<file path="src/rtl/mul_share_sched_pkg.sv">
// mul_sched_pkg: shared types and constants for the multiplier-sharing scheduler.
//   state_t  : scheduler FSM states (IDLE -> COMPUTE -> RESPOND -> IDLE)
//   OPW      : operand width of the shared multiplier
//   PRODW    : product width of the shared multiplier
//   idx_of() : index of the set bit in a one-hot vector of up to 8 bits
package mul_sched_pkg;

    typedef enum logic [1:0] {
        IDLE    = 2'd0,
        COMPUTE = 2'd1,
        RESPOND = 2'd2
    } state_t;

    localparam int OPW   = 8;
    localparam int PRODW = 16;

    // Returns 0 for an all-zero vector; callers only use the result
    // when the vector is known to have a bit set.
    function automatic logic [2:0] idx_of(input logic [7:0] onehot);
        logic [2:0] idx;
        idx = 3'd0;
        for (int i = 0; i < 8; i++) begin
            if (onehot[i]) begin
                idx = 3'(i);
            end
        end
        return idx;
    endfunction

endpackage

</file>
<file path="src/rtl/mul_share_sched_rr_arbiter.sv">
// rr_arbiter: combinational round-robin arbiter.
//   req       in  N         request vector
//   ptr       in  clog2(N)  highest-priority position this cycle
//   grant     out N         one-hot grant (all zero when no request)
//   grant_idx out clog2(N)  index of the granted bit
// The request vector is rotated so that bit ptr lands at position 0,
// a fixed lowest-index-wins priority picks one bit, and the one-hot
// result is rotated back into the original bit positions.
module rr_arbiter
    import mul_sched_pkg::*;
#(
    parameter int N  = 4,
    localparam int PW = (N > 1) ? $clog2(N) : 1
) (
    input  logic [N-1:0]  req,
    input  logic [PW-1:0] ptr,
    output logic [N-1:0]  grant,
    output logic [PW-1:0] grant_idx
);

    logic [2*N-1:0] dbl_req;
    logic [N-1:0]   rot_req;
    logic [N-1:0]   rot_gnt;
    logic [2*N-1:0] dbl_gnt;

    always_comb begin
        dbl_req = {req, req} >> ptr;
        rot_req = dbl_req[N-1:0];

        // Scan from the top so the lowest set bit is the last one written.
        rot_gnt = '0;
        for (int i = N - 1; i >= 0; i--) begin
            if (rot_req[i]) begin
                rot_gnt = N'(1) << i;
            end
        end

        dbl_gnt   = {rot_gnt, rot_gnt} << ptr;
        grant     = dbl_gnt[2*N-1:N];
        grant_idx = PW'(idx_of(8'(grant)));
    end

endmodule

</file>
<file path="src/rtl/mul_share_sched.sv">
// mul_share_sched: round-robin scheduler sharing one external 8x8 unsigned
// multiplier among NREQ requesters.
//   clk        in  1        rising-edge clock
//   rst_n      in  1        synchronous active-low reset
//   req_valid  in  NREQ     per-requester request valid
//   req_a      in  8*NREQ   multiplicands, requester i at [8i+7:8i]
//   req_b      in  8*NREQ   multipliers, same packing
//   req_ready  out NREQ     one-hot accept strobe (IDLE only)
//   resp_valid out 1        product available
//   resp_ready in  1        consumer accepts product
//   resp_prod  out 16       registered product
//   resp_id    out IDW      requester owning resp_prod
//   mul_a      out 8        operand register to the shared multiplier
//   mul_b      out 8        operand register to the shared multiplier
//   mul_prod   in  16       product from the shared multiplier
//   busy       out 1        high whenever the FSM is not IDLE
// A transaction holds mul_a/mul_b stable for MUL_LAT cycles so the
// multiplier array may be constrained as a multicycle path, then samples
// mul_prod unmodified into resp_prod.
module mul_share_sched
    import mul_sched_pkg::*;
#(
    parameter int NREQ    = 4,
    parameter int MUL_LAT = 2,
    parameter int IDW     = 2
) (
    input  logic                clk,
    input  logic                rst_n,
    input  logic [NREQ-1:0]     req_valid,
    input  logic [OPW*NREQ-1:0] req_a,
    input  logic [OPW*NREQ-1:0] req_b,
    output logic [NREQ-1:0]     req_ready,
    output logic                resp_valid,
    input  logic                resp_ready,
    output logic [PRODW-1:0]    resp_prod,
    output logic [IDW-1:0]      resp_id,
    output logic [OPW-1:0]      mul_a,
    output logic [OPW-1:0]      mul_b,
    input  logic [PRODW-1:0]    mul_prod,
    output logic                busy
);

    // Wide enough for MUL_LAT up to 15.
    localparam int CNTW = 4;

    state_t          state;
    logic [IDW-1:0]  rr_ptr;
    logic [CNTW-1:0] wait_cnt;

    logic [NREQ-1:0] grant;
    logic [IDW-1:0]  grant_idx;
    logic            accept;

    rr_arbiter #(
        .N (NREQ)
    ) u_arb (
        .req       (req_valid),
        .ptr       (rr_ptr),
        .grant     (grant),
        .grant_idx (grant_idx)
    );

    // The grant is offered only in IDLE; since it is derived from
    // req_valid, any offered bit is also a completed handshake.
    assign req_ready = (rst_n && state == IDLE) ? grant : '0;
    assign accept    = |req_ready;
    assign busy      = (state != IDLE);

    always_ff @(posedge clk) begin
        if (!rst_n) begin
            state      <= IDLE;
            rr_ptr     <= '0;
            wait_cnt   <= '0;
            mul_a      <= '0;
            mul_b      <= '0;
            resp_prod  <= '0;
            resp_id    <= '0;
            resp_valid <= 1'b0;
        end else begin
            case (state)
                IDLE: begin
                    if (accept) begin
                        mul_a    <= req_a[OPW*int'(grant_idx) +: OPW];
                        mul_b    <= req_b[OPW*int'(grant_idx) +: OPW];
                        resp_id  <= grant_idx;
                        if (int'(grant_idx) == NREQ - 1) begin
                            rr_ptr <= '0;
                        end else begin
                            rr_ptr <= grant_idx + 1'b1;
                        end
                        wait_cnt <= CNTW'(MUL_LAT - 1);
                        state    <= COMPUTE;
                    end
                end

                COMPUTE: begin
                    if (wait_cnt == '0) begin
                        resp_prod  <= mul_prod;
                        resp_valid <= 1'b1;
                        state      <= RESPOND;
                    end else begin
                        wait_cnt <= wait_cnt - 1'b1;
                    end
                end

                RESPOND: begin
                    if (resp_ready) begin
                        resp_valid <= 1'b0;
                        state      <= IDLE;
                    end
                end

                default: begin
                    state <= IDLE;
                end
            endcase
        end
    end

endmodule

</file>
<file path="config.mk">
export PLATFORM = sky130hd
export DESIGN_NAME = mul_share_sched
export DESIGN_NICKNAME = d
export VERILOG_FILES = /design/src/rtl/mul_share_sched_pkg.sv /design/src/rtl/mul_share_sched_rr_arbiter.sv /design/src/rtl/mul_share_sched.sv
export SDC_FILE = /design/constraint.sdc
export NUM_CORES = 1
export LEC_CHECK = 0
export CAP_MARGIN = 30
export CORE_MARGIN = 2
export CORE_UTILIZATION = 23
export CTS_CLUSTER_DIAMETER = 60
export CTS_CLUSTER_SIZE = 20
export DETAILED_ROUTE_END_ITERATION = 16
export PLACE_DENSITY = 0.59
export RECOVER_POWER = 25
export SYNTH_ARGS = -nofsm -noshare
export SYNTH_HDL_FRONTEND = slang
export SYNTH_HIERARCHICAL = 1
export SYNTH_SLANG_ARGS = --single-unit
</file>
<file path="constraint.sdc">
create_clock -name clk -period 2.3 [get_ports clk]
set_input_delay 0.46 -clock clk [delete_from_list [all_inputs] [get_ports clk]]
set_output_delay 0.46 -clock clk [all_outputs]
set_load 0.005 [all_outputs]
</file>
==> out/qor.yml, run 1 <==
status: "completed"
hp-class: "flop to flop"
chipHeight_um: 105
crit_chain: "dlygate4sd2_1, buf_4, a21oi_1, o221a_2, buf_4, or4_1, buf_4, nand3_1, a21oi_1"
drt_pass1_iterations: 6
synth_top_cell_by_area: "dfxtp_1"
fmax_ghz: 0.461
seq_power_share: 0.369
max-vdd-ir-drop_mv: 0.343
worst_pin_slew_ns: 0.801
grt_usage: 0.134
synth-simple-area-share: 0.192
ys_seq_elements: 43
synth_xor_area_frac: 0
first_iter_violations: 111
die_area_mm2: 0.0110
antenna_found_initial: 0
layout-drive-gt1-share: 0.154
port_buffers: 126
yosysSeqAreaShare: 0.367
synthAdderAreaFrac: 0.0107
synthCells: 264
muxShareOfSynthArea: 0.158
postSynthNetCount: 353
vias_per_cell: 4.77
intPower_mw: 1.72
layout_min_cycle_time_ns: 2.17
place_hpwl_um: 5470
placedCellCount: 525
setup_viol: 0
remaining_drc_errors: 0
clk_latency_ns: 0.30
io_pins: 127
slowest_delay_ns: 0.53
pwr-share-comb: 0.386
slew_viol_final: 0
power_frac_clock: 0.244
rsz0062_at_grt: "false"
arrival_ns: 2.35
synth.distinct_cells: 41
post-route-util: 0.408
area_delta_synth_final_pct: 71.1
async_flop_share: 0
p_total_mw: 2.47
instances_no_fill: 535
relSlewSlack: 0.466
grt_pass1_vias: 2619
ys_warn_count: 6
clock_tree.buffer_depth: 2
switching_share: 0.303
power.leakage_nw: 1.51
path_clk_slew_ns: 0.09
clock_skew_ns: 0.00865
pre_cts_slack_ns: -0.303
initial_core_util: 0.239
synth_compound_area_frac: 0.204
critPathMaxFanout: 19
cp.required_ns: 2.48
grt_max_degree: 24
synth.area.top_cells: "dfxtp_1 37%, mux4_2 15%, o21ai_1 7.9%, nand3_1 7.5%, a21oi_1 6.2%"
p_per_area_mw_per_mm2: 615
start_kind: "input pin"
ant_nets: 0
synth_edf_count: 0
die_x_um: 105
setup_ws_ns: 0.129
num_vias: 2554
rows: 36
cts_tree: "yes"
maxCapViolCount: 0
synth_top_area_frac: 0.367
min_period_over_period: 0.944
critPathCaptureType: "flop"
place_congestion: 0.729
wl_per_cell_um: 13.5
power.switching_mw: 0.748
fin_nets: 490
core-area_mm2: 0.00982
synth_top_family_by_area: "compound AO/OA/AOI/OAI gates"
fillers: 1032
overflow: 0
synth_flop_cell: "dfxtp_1"
criticalPathCategory: "input pin to flop"
cts_max_level: 2
drt_wl_total_um: 7240
syn-cell-area_mm2: 0.00234
avgSynthCellArea_um2: 8.88
cpMostUsedCell: "buf_4"
clock_sink_count: 43
ctsRootBufferMaster: "clkbuf_8"
slowest_stage: "or4_1"
numCtsBuffers: 5
antennaDiodeCount: 0
hold_viol: 0
grt_pass1_wl_um: 12100
[registers in the layout, indices dropped and copies added, names as in the netlist]
name / count
wait_cnt: 4
rr_ptr: 2
resp_valid: 1
resp_id: 2
state: 2
mul_a: 8
resp_prod: 16
mul_b: 8
[cell usage after synthesis (all sizes together) (3+ instances only)]
| master | instances |
|---|---|
| nand3 | 35 |
| nand2 | 23 |
| dfxtp | 43 |
| o32ai | 4 |
| o21ai | 38 |
| mux4 | 16 |
| nor2 | 5 |
| nor3b | 3 |
| and2 | 7 |
| a21oi | 29 |
| buf | 8 |
| inv | 9 |
| clkbuf | 16 |
| o21a | 3 |
[layout by cell type, fill, tap and decap left out, types with 3 or more instances in the layout]
cell type,Yosys,final
clkbuf_8,1,5
clkdlybuf4s50_1,0,99
dlygate4sd2_1,0,8
o32ai_1,4,4
dlygate4sd3_1,0,19
nand2_1,23,23
a21oi_1,29,29
mux4_2,16,16
dfxtp_1,43,41
nor2_1,4,3
o21ai_1,37,37
buf_12,0,3
o21a_1,3,3
nand3_1,35,35
inv_1,8,8
and2_1,7,7
buf_4,1,24
[through the flow]
| stage | hold WS [ns] | setup TNS (ns) | cell area, um2 |
|---|---|---|---|
| global route | 0.463 | 0 | 4010 |
| CTS | 0.456 | 0 | 4010 |
| finish | 0.449 | 0 | 4010 |
| detailed placement | 0.442 | -7.89 | 3890 |
| global placement | 0.436 | -6.97 | 3890 |
| floorplan | 0.445 | 0 | 2340 |
[power groups by stage]
stage | clock (mW) | sequential (mW) | combinational [mW]
CTS | 0.634 | 0.914 | 0.982
global placement | 0 | 0.923 | 0.965
detailed placement | 0 | 0.928 | 0.976
global route | 0.661 | 0.923 | 1.05
floorplan | 0 | 0.919 | 0.463
finish | 0.603 | 0.911 | 0.953
[per-layer routing]
layer  vias up  part of all wire  GRT usage  wire, um
met3         8             0.075     0.0331       544
met1      1199              0.43      0.159      3110
li1       1246                 -          -         -
met2       101              0.48      0.241      3490
met4         0             0.013     0.0343        94
met5         -                 0          0         0
[worst max-delay path, delay by kind of cell]
family                 cells  cell delay [ns]
buffers and inverters      4             0.85
AND/OR/NAND/NOR            2             0.64
AO/OA/AOI/OAI              3             0.39
[cells by family after synthesis]
kind of cell | after synthesis
buf+inv | 33
compound gates | 84
flops | 43
mux | 17
fa+ha+maj | 2
simple gates | 85
[what timing repair did]
item                                    in CTS  in global routing
hold buffers                                 0                  0
endpoints found under the setup margin       4                  0
buffers inserted                             2                  0
gates resized for setup                     11                  0
[final timing paths]
path                        endpoint  slack (ns)                    from  cells after the start
max          resp_id[1]$_SDFFE_PN0P_        0.13            req_valid[2]                      9
min            mul_b[5]$_SDFFE_PN0P_        0.45   mul_b[5]$_SDFFE_PN0P_                      2
max reg2reg    mul_a[6]$_SDFFE_PN0P_        0.25  rr_ptr[1]$_SDFFE_PN0P_                      7
min reg2reg    mul_b[5]$_SDFFE_PN0P_        0.45   mul_b[5]$_SDFFE_PN0P_                      2
[layout make-up]
type,count,area [um2],area share
clock buffer,5,68.8,0.0172
clock inverter,3,43.8,0.0109
inverter,9,33.8,0.00843
multi-input combinational,188,1340,0.334
sequential,43,863,0.215
tap,133,166,0.0415
timing repair buffer,154,1500,0.373
No activity file was read; power rests on OpenSTA's default activity.
==> run 2: changes to the inputs <==
Settings changed: CORE_MARGIN 2 to 3, CTS_CLUSTER_DIAMETER 60 to 150.
==> run 2 against run 1 <==
Effect of this change: clock power decreased by 5.8%; routed wire length up 0.72%; worst setup slack lost 0.042 ns; hold slack better by 0.00072 ns; combinational power grew 1%; non-clock buffer count rose by 3; cell area up 0.28%; register-to-register slack barely moved; die area grew 3.8%; critical endpoint is now req_ready[3]; total power shrank 0.99%.
==> out/qor.yml, run 2 (same netlist as run 1, synthesis figures left out) <==
status: "completed"  # unchanged
setup_tns_ns: 0  # unchanged
clock_skew_ns: 0.00618  # was 0.00865 ns
chipHeight_um: 107  # was 105 um
critPathCaptureType: "output pin"  # was flop
cts_max_level: 2  # unchanged
critPathMaxFanout: 4  # was 19
critPathBufInv: 4  # unchanged
switching_share: 0.294  # was 0.303
final_common_cell: "clkdlybuf4s50_1"  # unchanged
drt_wl_total_um: 7300  # was 7240 um
numCtsBuffers: 5  # unchanged
cpMostUsedCell: "buf_4"  # unchanged
fillers: 1045  # was 1032
largest_register_ffs: 16  # unchanged
power.switching_mw: 0.718  # was 0.748 mW
antennaDiodeCount: 0  # unchanged
io_pins: 127  # unchanged
layout_min_cycle_time_ns: 2.21  # was 2.17 ns
rows: 36  # unchanged
rsz0062_at_grt: "false"  # unchanged
power.leakage_nw: 1.51  # about the same
layout_common_cells: "99 x clkdlybuf4s50_1, 42 x dfxtp_1, 37 x o21ai_1"  # was 99 x clkdlybuf4s50_1, 41 x dfxtp_1, 37 x o21ai_1
place_congestion: 0.705  # was 0.729
port_buffers: 126  # unchanged
crit_chain: "clkdlybuf4s50_1, nor3b_2, buf_4, buf_4, and2_1, dlygate4sd2_1"  # was dlygate4sd2_1, buf_4, a21oi_1, o221a_2, buf_4, or4_1, buf_4, nand3_1, a21oi_1
hp-class: "flop to flop"  # unchanged
seq_area_um2: 862  # was 863 um2
initial_core_util: 0.239  # unchanged
clock_sink_count: 43  # unchanged
layout-drive-gt1-share: 0.153  # was 0.154
hold_viol: 0  # unchanged
p_per_area_mw_per_mm2: 608  # was 615 mW/mm2
core-area_mm2: 0.00982  # unchanged
multiInputGateArea_mm2: 0.00134  # unchanged
die_x_um: 107  # was 105 um
wl_met2_um: 3750  # was 3490 um
path_clk_slew_ns: 0.08  # was 0.09 ns
power_frac_clock: 0.233  # was 0.244
pre_cts_slack_ns: -0.331  # was -0.303 ns
crit_start: "rst_n"  # was req_valid[2]
wl_per_cell_um: 13.6  # was 13.5 um
finalInstanceArea_mm2: 0.00402  # was 0.00401 mm2
intPower_mw: 1.72  # about the same
placedInstanceArea_mm2: 0.00392  # was 0.00389 mm2
clk_latency_ns: 0.29  # was 0.30 ns
worst_pin_slew_ns: 0.915  # was 0.801 ns
die_area_mm2: 0.0114  # was 0.0110 mm2
slowest_stage: "clkdlybuf4s50_1"  # was or4_1
r2r_start: "wait_cnt[0]$_SDFFE_PN0P_"  # was rr_ptr[1]$_SDFFE_PN0P_
ctsRootBufferMaster: "clkbuf_8"  # unchanged
wl_met3_um: 713  # was 544 um
first_iter_violations: 66  # was 111
num_vias: 2495  # was 2554
clock_tree.buffer_depth: 2  # unchanged
cts_tree: "yes"  # unchanged
remaining_drc_errors: 0  # unchanged
max-vdd-ir-drop_mv: 0.263  # was 0.343 mV
drt_pass1_iterations: 4  # was 6
criticalPathCategory: "input pin to output pin"  # was input pin to flop
grt_max_degree: 24  # unchanged
rrSetupSlack_ns: 0.24  # was 0.25 ns
min_period_over_period: 0.962  # was 0.944
ant_nets: 0  # unchanged
fmax_ghz: 0.452  # was 0.461 GHz
top_layer_used: "met4"  # unchanged
maxCapViolCount: 0  # unchanged
arrival_ns: 1.75  # was 2.35 ns
area_delta_synth_final_pct: 71.5  # was 71.1%
slowest_delay_ns: 0.44  # was 0.53 ns
place_hpwl_um: 5710  # was 5470 um
seq_power_share: 0.372  # was 0.369
vias_per_cell: 4.65  # was 4.77
cp_top_family: "buffers and inverters"  # unchanged
min_from: "mul_b[3]$_SDFFE_PN0P_"  # was mul_b[5]$_SDFFE_PN0P_
grt_pass1_wl_um: 12200  # was 12100 um
pwr-share-comb: 0.396  # was 0.386
cp.required_ns: 1.84  # was 2.48 ns
largest_registers: "resp_prod (16), mul_a (8), mul_b (8)"  # unchanged
relSlewSlack: 0.390  # was 0.466
setup_viol: 0  # unchanged
overflow: 0  # unchanged
wl_met1_um: 2770  # was 3110 um
antenna_found_initial: 0  # unchanged
post-route-util: 0.409  # was 0.408
grt_usage: 0.130  # was 0.134
regMostFlops: "resp_prod"  # unchanged
grt_pass1_vias: 2623  # was 2619
start_kind: "input pin"  # unchanged
setup_ws_ns: 0.0875  # was 0.129 ns
fin_nets: 493  # was 490
slew_viol_final: 0  # unchanged
==> run 2: changes by cell type in the layout (fill, tap and decap cells not counted) <==
cell,previous run,this run
dfxtp_2,2,1
dfxtp_1,41,42
clkbuf_1,1,2
clkinv_4,1,0
clkinv_2,1,0
buf_4,24,27
==> run 2: path summary, 6_finish.rpt <==
path,cells past startpoint,to
setup reg to reg,6,state[0]$_SDFFE_PN0P_
hold / removal,2,mul_b[3]$_SDFFE_PN0P_
hold reg to reg,2,mul_b[3]$_SDFFE_PN0P_
setup / recovery,6,req_ready[3]
==> run 2: per-layer routing <==
metal,up-vias,track usage
met3,7,0.0397
li1,1253,-
met5,-,0
met4,0,0.0301
met2,95,0.242
met1,1140,0.144
==> run 2: timing repair <==
| item | CTS | global route |
|---|---|---|
| hold buffers | 0 | 0 |
| resized for setup | 10 | 0 |
| setup endpoints to repair | 4 | 0 |
| setup buffers | 1 | 0 |
==> run 2: stage by stage <==
step	cells	power, mW	hold WS, ns
6_report	537	2.44	0.450
5_1_grt	537	2.61	0.477
4_1_cts	537	2.50	0.454
3_5_place_dp	529	1.92	0.443
3_3_place_gp	529	1.91	0.435
2_1_floorplan	264	1.38	0.445
==> run 2: power groups by stage <==
stage | clock network, mW | registers (mW) | logic [mW]
after floorplan | 0 | 0.919 | 0.463
after global placement | 0 | 0.924 | 0.983
after detailed placement | 0 | 0.927 | 0.992
after CTS | 0.590 | 0.911 | 0.997
after global routing | 0.619 | 0.924 | 1.06
final | 0.568 | 0.907 | 0.966
==> run 2: layout make-up <==
cell class | instances | share of cell area
timing repair buffer | 157 | 0.378
multi-input combinational | 188 | 0.333
clock buffer | 6 | 0.0181
inverter | 9 | 0.00840
sequential | 43 | 0.214
clock inverter | 1 | 0.00747
tap | 133 | 0.0414
==> run 2: worst register-to-register path: stages, from the launching register on <==
cell,delay (ns)
dfxtp_1,0.34
inv_1,0.06
ha_1,0.19
nor3b_2,0.16
clkbuf_1,0.70
o22ai_1,0.28
and2_1,0.21
==> RTL change (config.mk and constraints of run 1) <==
Set the package constant `OPW` to 16 (it was 8).
--- a/src/rtl/mul_share_sched_pkg.sv
+++ b/src/rtl/mul_share_sched_pkg.sv
@@ -12,5 +12,5 @@
     } state_t;
 
-    localparam int OPW   = 8;
+    localparam int OPW   = 16;
     localparam int PRODW = 16;
 
Interface: changed (resized mul_a, mul_b, req_a and req_b); port bits go from 127 to 207. The function was not compared with the original's and may differ.
==> RTL change against run 1 <==
  * Critical path depth down 5
  * Cell area up 55%
  * Critical path type is now flip-flop to output pin
  * Area after synthesis up 47%
  * Setup slack worse by 0.043 ns
  * Power up 130%
  * Routed wire length up 73%
  * Via count up 46%
  * Sequential cell count up 16
  * Synthesized cell count up 37%
  * First-iteration DRC count up 47%
  * Count of clock-buffer cells in the layout up 6
==> RTL change: results (changes against run 1) <==
Placement
  • Detailed Place HPWL: 9850 um (was 5470 um)
  • Port Buf Inserts: 206 (was 126)
  • Placer Congestion: 0.797 (was 0.729)
  • Dpl ws: -0.456 ns (was -0.303 ns)
  • Placed Instance Area: 0.00582 sq mm (was 0.00389 sq mm)

Clock network
  • CTS root buffer: clkbuf_16 (was clkbuf_8)
  • Clk pin slew, worst setup/hold paths: 0.05 ns (was 0.09 ns)
  • Clock Latency Late Sink: 0.32 ns (was 0.30 ns)
  • TritonCTS Buffers: 9 (was 5)
  • H-Tree Depth: 3 (was 2)

Cells and area
  • Nets: 727 (was 490)
  • Layout cells sized above 1: 18.1% (was 15.4%)
  • Biggest regs: mul_a x16, mul_b x16, resp_prod x16 (was resp_prod x16, mul_a x8, mul_b x8)

Detailed routing
  • Drt first pass iters: 4 (was 6)
  • DR iter-0 viols: 163 (was 111)
  • Vias: 3731 (was 2554)
  • Drt total wl: 12500 um (was 7240 um)

Logic synthesis
  • Top cells by count, synth: 60 x a21oi_1, 59 x dfxtp_1, 51 x nand3_1 (was 43 x dfxtp_1, 37 x o21ai_1, 35 x nand3_1)
  • Post-synthesis net count: 515 (was 353)
  • Distinct cells, synth: 46 (was 41)
  • Largest cells by area after synthesis: dfxtp_1 34%, mux4_2 21%, a21oi_1 8.7% (was dfxtp_1 37%, mux4_2 15%, o21ai_1 7.9%)
  • Sequential area share after synthesis: 34.4% (was 36.7%)

Power and ir drop
  • Max VDD drop: 379 uV (was 343 uV)
  • Leak: 2.27 nW (was 1.51 nW)
  • Int Power: 3.65 mW (was 1.72 mW)

Timing
  • Tightest hold margin: 0.469 ns (was 0.449 ns)
  • Post-route clock skew: 0.00525 ns (was 0.00865 ns)
  • Max-slew headroom: 49.3% (was 46.6%)

Worst setup path
  • Worst r2r dst: mul_b[3]$_SDFFE_PN0P_ (was mul_a[6]$_SDFFE_PN0P_)
  • CP Max Fanout: 5 (was 19)
  • Slack of the worst reg-to-reg path: 0.18 ns (was 0.25 ns)
  • Worst Reg2Reg Path Length in Cells: 8 (was 7)
  • Crit-path slowest cell: clkdlybuf4s50_1 (was or4_1)
  • Max incr delay on CP: 0.49 ns (was 0.53 ns)

Global route
  • Largest net degree at the start of global routing: 31 (was 24)
  • First-pass GRT wire length: 20000 um (was 12100 um)
  • Vias in the first global route: 3972 (was 2619)

Hold path
  • Hold Crit Class: flip-flop to flip-flop (unchanged)
  • Hold endpoint: mul_b[8]$_SDFFE_PN0P_ (was mul_b[5]$_SDFFE_PN0P_)
  • Hold path start: mul_b[8]$_SDFFE_PN0P_ (was mul_b[5]$_SDFFE_PN0P_)

Status
  • Status: finished, final reports clean (unchanged)
==> RTL change: what timing repair did <==
action	4_1_cts	5_1_grt
setup buffers	5	0
pin swaps	4	1
resized for setup	15	10
setup endpoints to repair	41	9
==> RTL change: area by class of cell <==
type                            count  area (sq um)
Inverter                            6          22.5
Multi-Input combinational cell    253          2050
Fill cell                        1421          8340
Clock inverter                      5          77.6
Sequential cell                    59          1190
Clock buffer                       11           233
Timing Repair Buffer              245          2390
Tap cell                          184           230
==> RTL change: kinds of logic after synthesis <==
kind of cell	synth area share [%]
compound gates	21.3
simple gates	13.6
flops	34.4
buf+inv	7.87
mux	21.6
xor+xnor	0.510
fa+ha+maj	0.729
==> RTL change: per-stage QoR <==
| step | utilization (%) | instances | TNS, ns |
|---|---|---|---|
| after detailed placement | 40.1 | 742 | -17.34 |
| after global placement | 40.1 | 742 | -15.18 |
| after CTS | 42.5 | 763 | 0 |
| final | 42.6 | 763 | 0 |
| after global routing | 42.6 | 763 | 0 |
| after floorplan | - | 362 | 0 |
==> RTL change: per-layer routing <==
| layer | GRT usage [%] | share of wire (%) | up-vias | wire (um) |
|---|---|---|---|---|
| li1 | - | - | 1801 | - |
| met1 | 16.9 | 38 | 1761 | 4710 |
| met2 | 29.9 | 53 | 159 | 6600 |
| met3 | 5.40 | 9.1 | 10 | 1130 |
| met4 | 2.52 | 0.58 | 0 | 72 |
| met5 | 0 | 0 | - | 0 |
==> RTL change: worst max-delay path: cells and delay by family, from the launching register on <==
kind / cells / cell delay (ns)
AO/OA/AOI/OAI: 1 / 0.27
buffers and inverters: 1 / 0.49
AND/OR/NAND/NOR: 2 / 0.31
flip-flops: 1 / 0.36
==> RTL change: power groups by stage <==
stage,Sequential [mW],Combinational (mW),Clock [mW]
2_1_floorplan,1.42,1.56,0
3_3_place_gp,1.44,2.71,0
3_5_place_dp,1.45,2.76,0
4_1_cts,1.43,2.81,1.45
5_1_grt,1.47,3.03,1.50
6_report,1.43,2.76,1.41
==> RTL change: worst max path at each step <==
| stage | slack (ns) | cells after the start | start | end |
|---|---|---|---|---|
| floorplan | 0.22 | 9 | req_valid[2] | mul_a[0]$_SDFFE_PN0P_ |
| global placement | -0.39 | 8 | req_valid[2] | wait_cnt[0]$_SDFFE_PN0P_ |
| detailed placement | -0.46 | 9 | req_valid[2] | mul_b[3]$_SDFFE_PN0P_ |
| CTS | 0.01 | 5 | req_valid[0] | req_ready[1] |
| global route | 0.02 | 4 | rr_ptr[1]$_SDFFE_PN0P_ | req_ready[1] |
| finish | 0.09 | 4 | rr_ptr[1]$_SDFFE_PN0P_ | req_ready[1] |
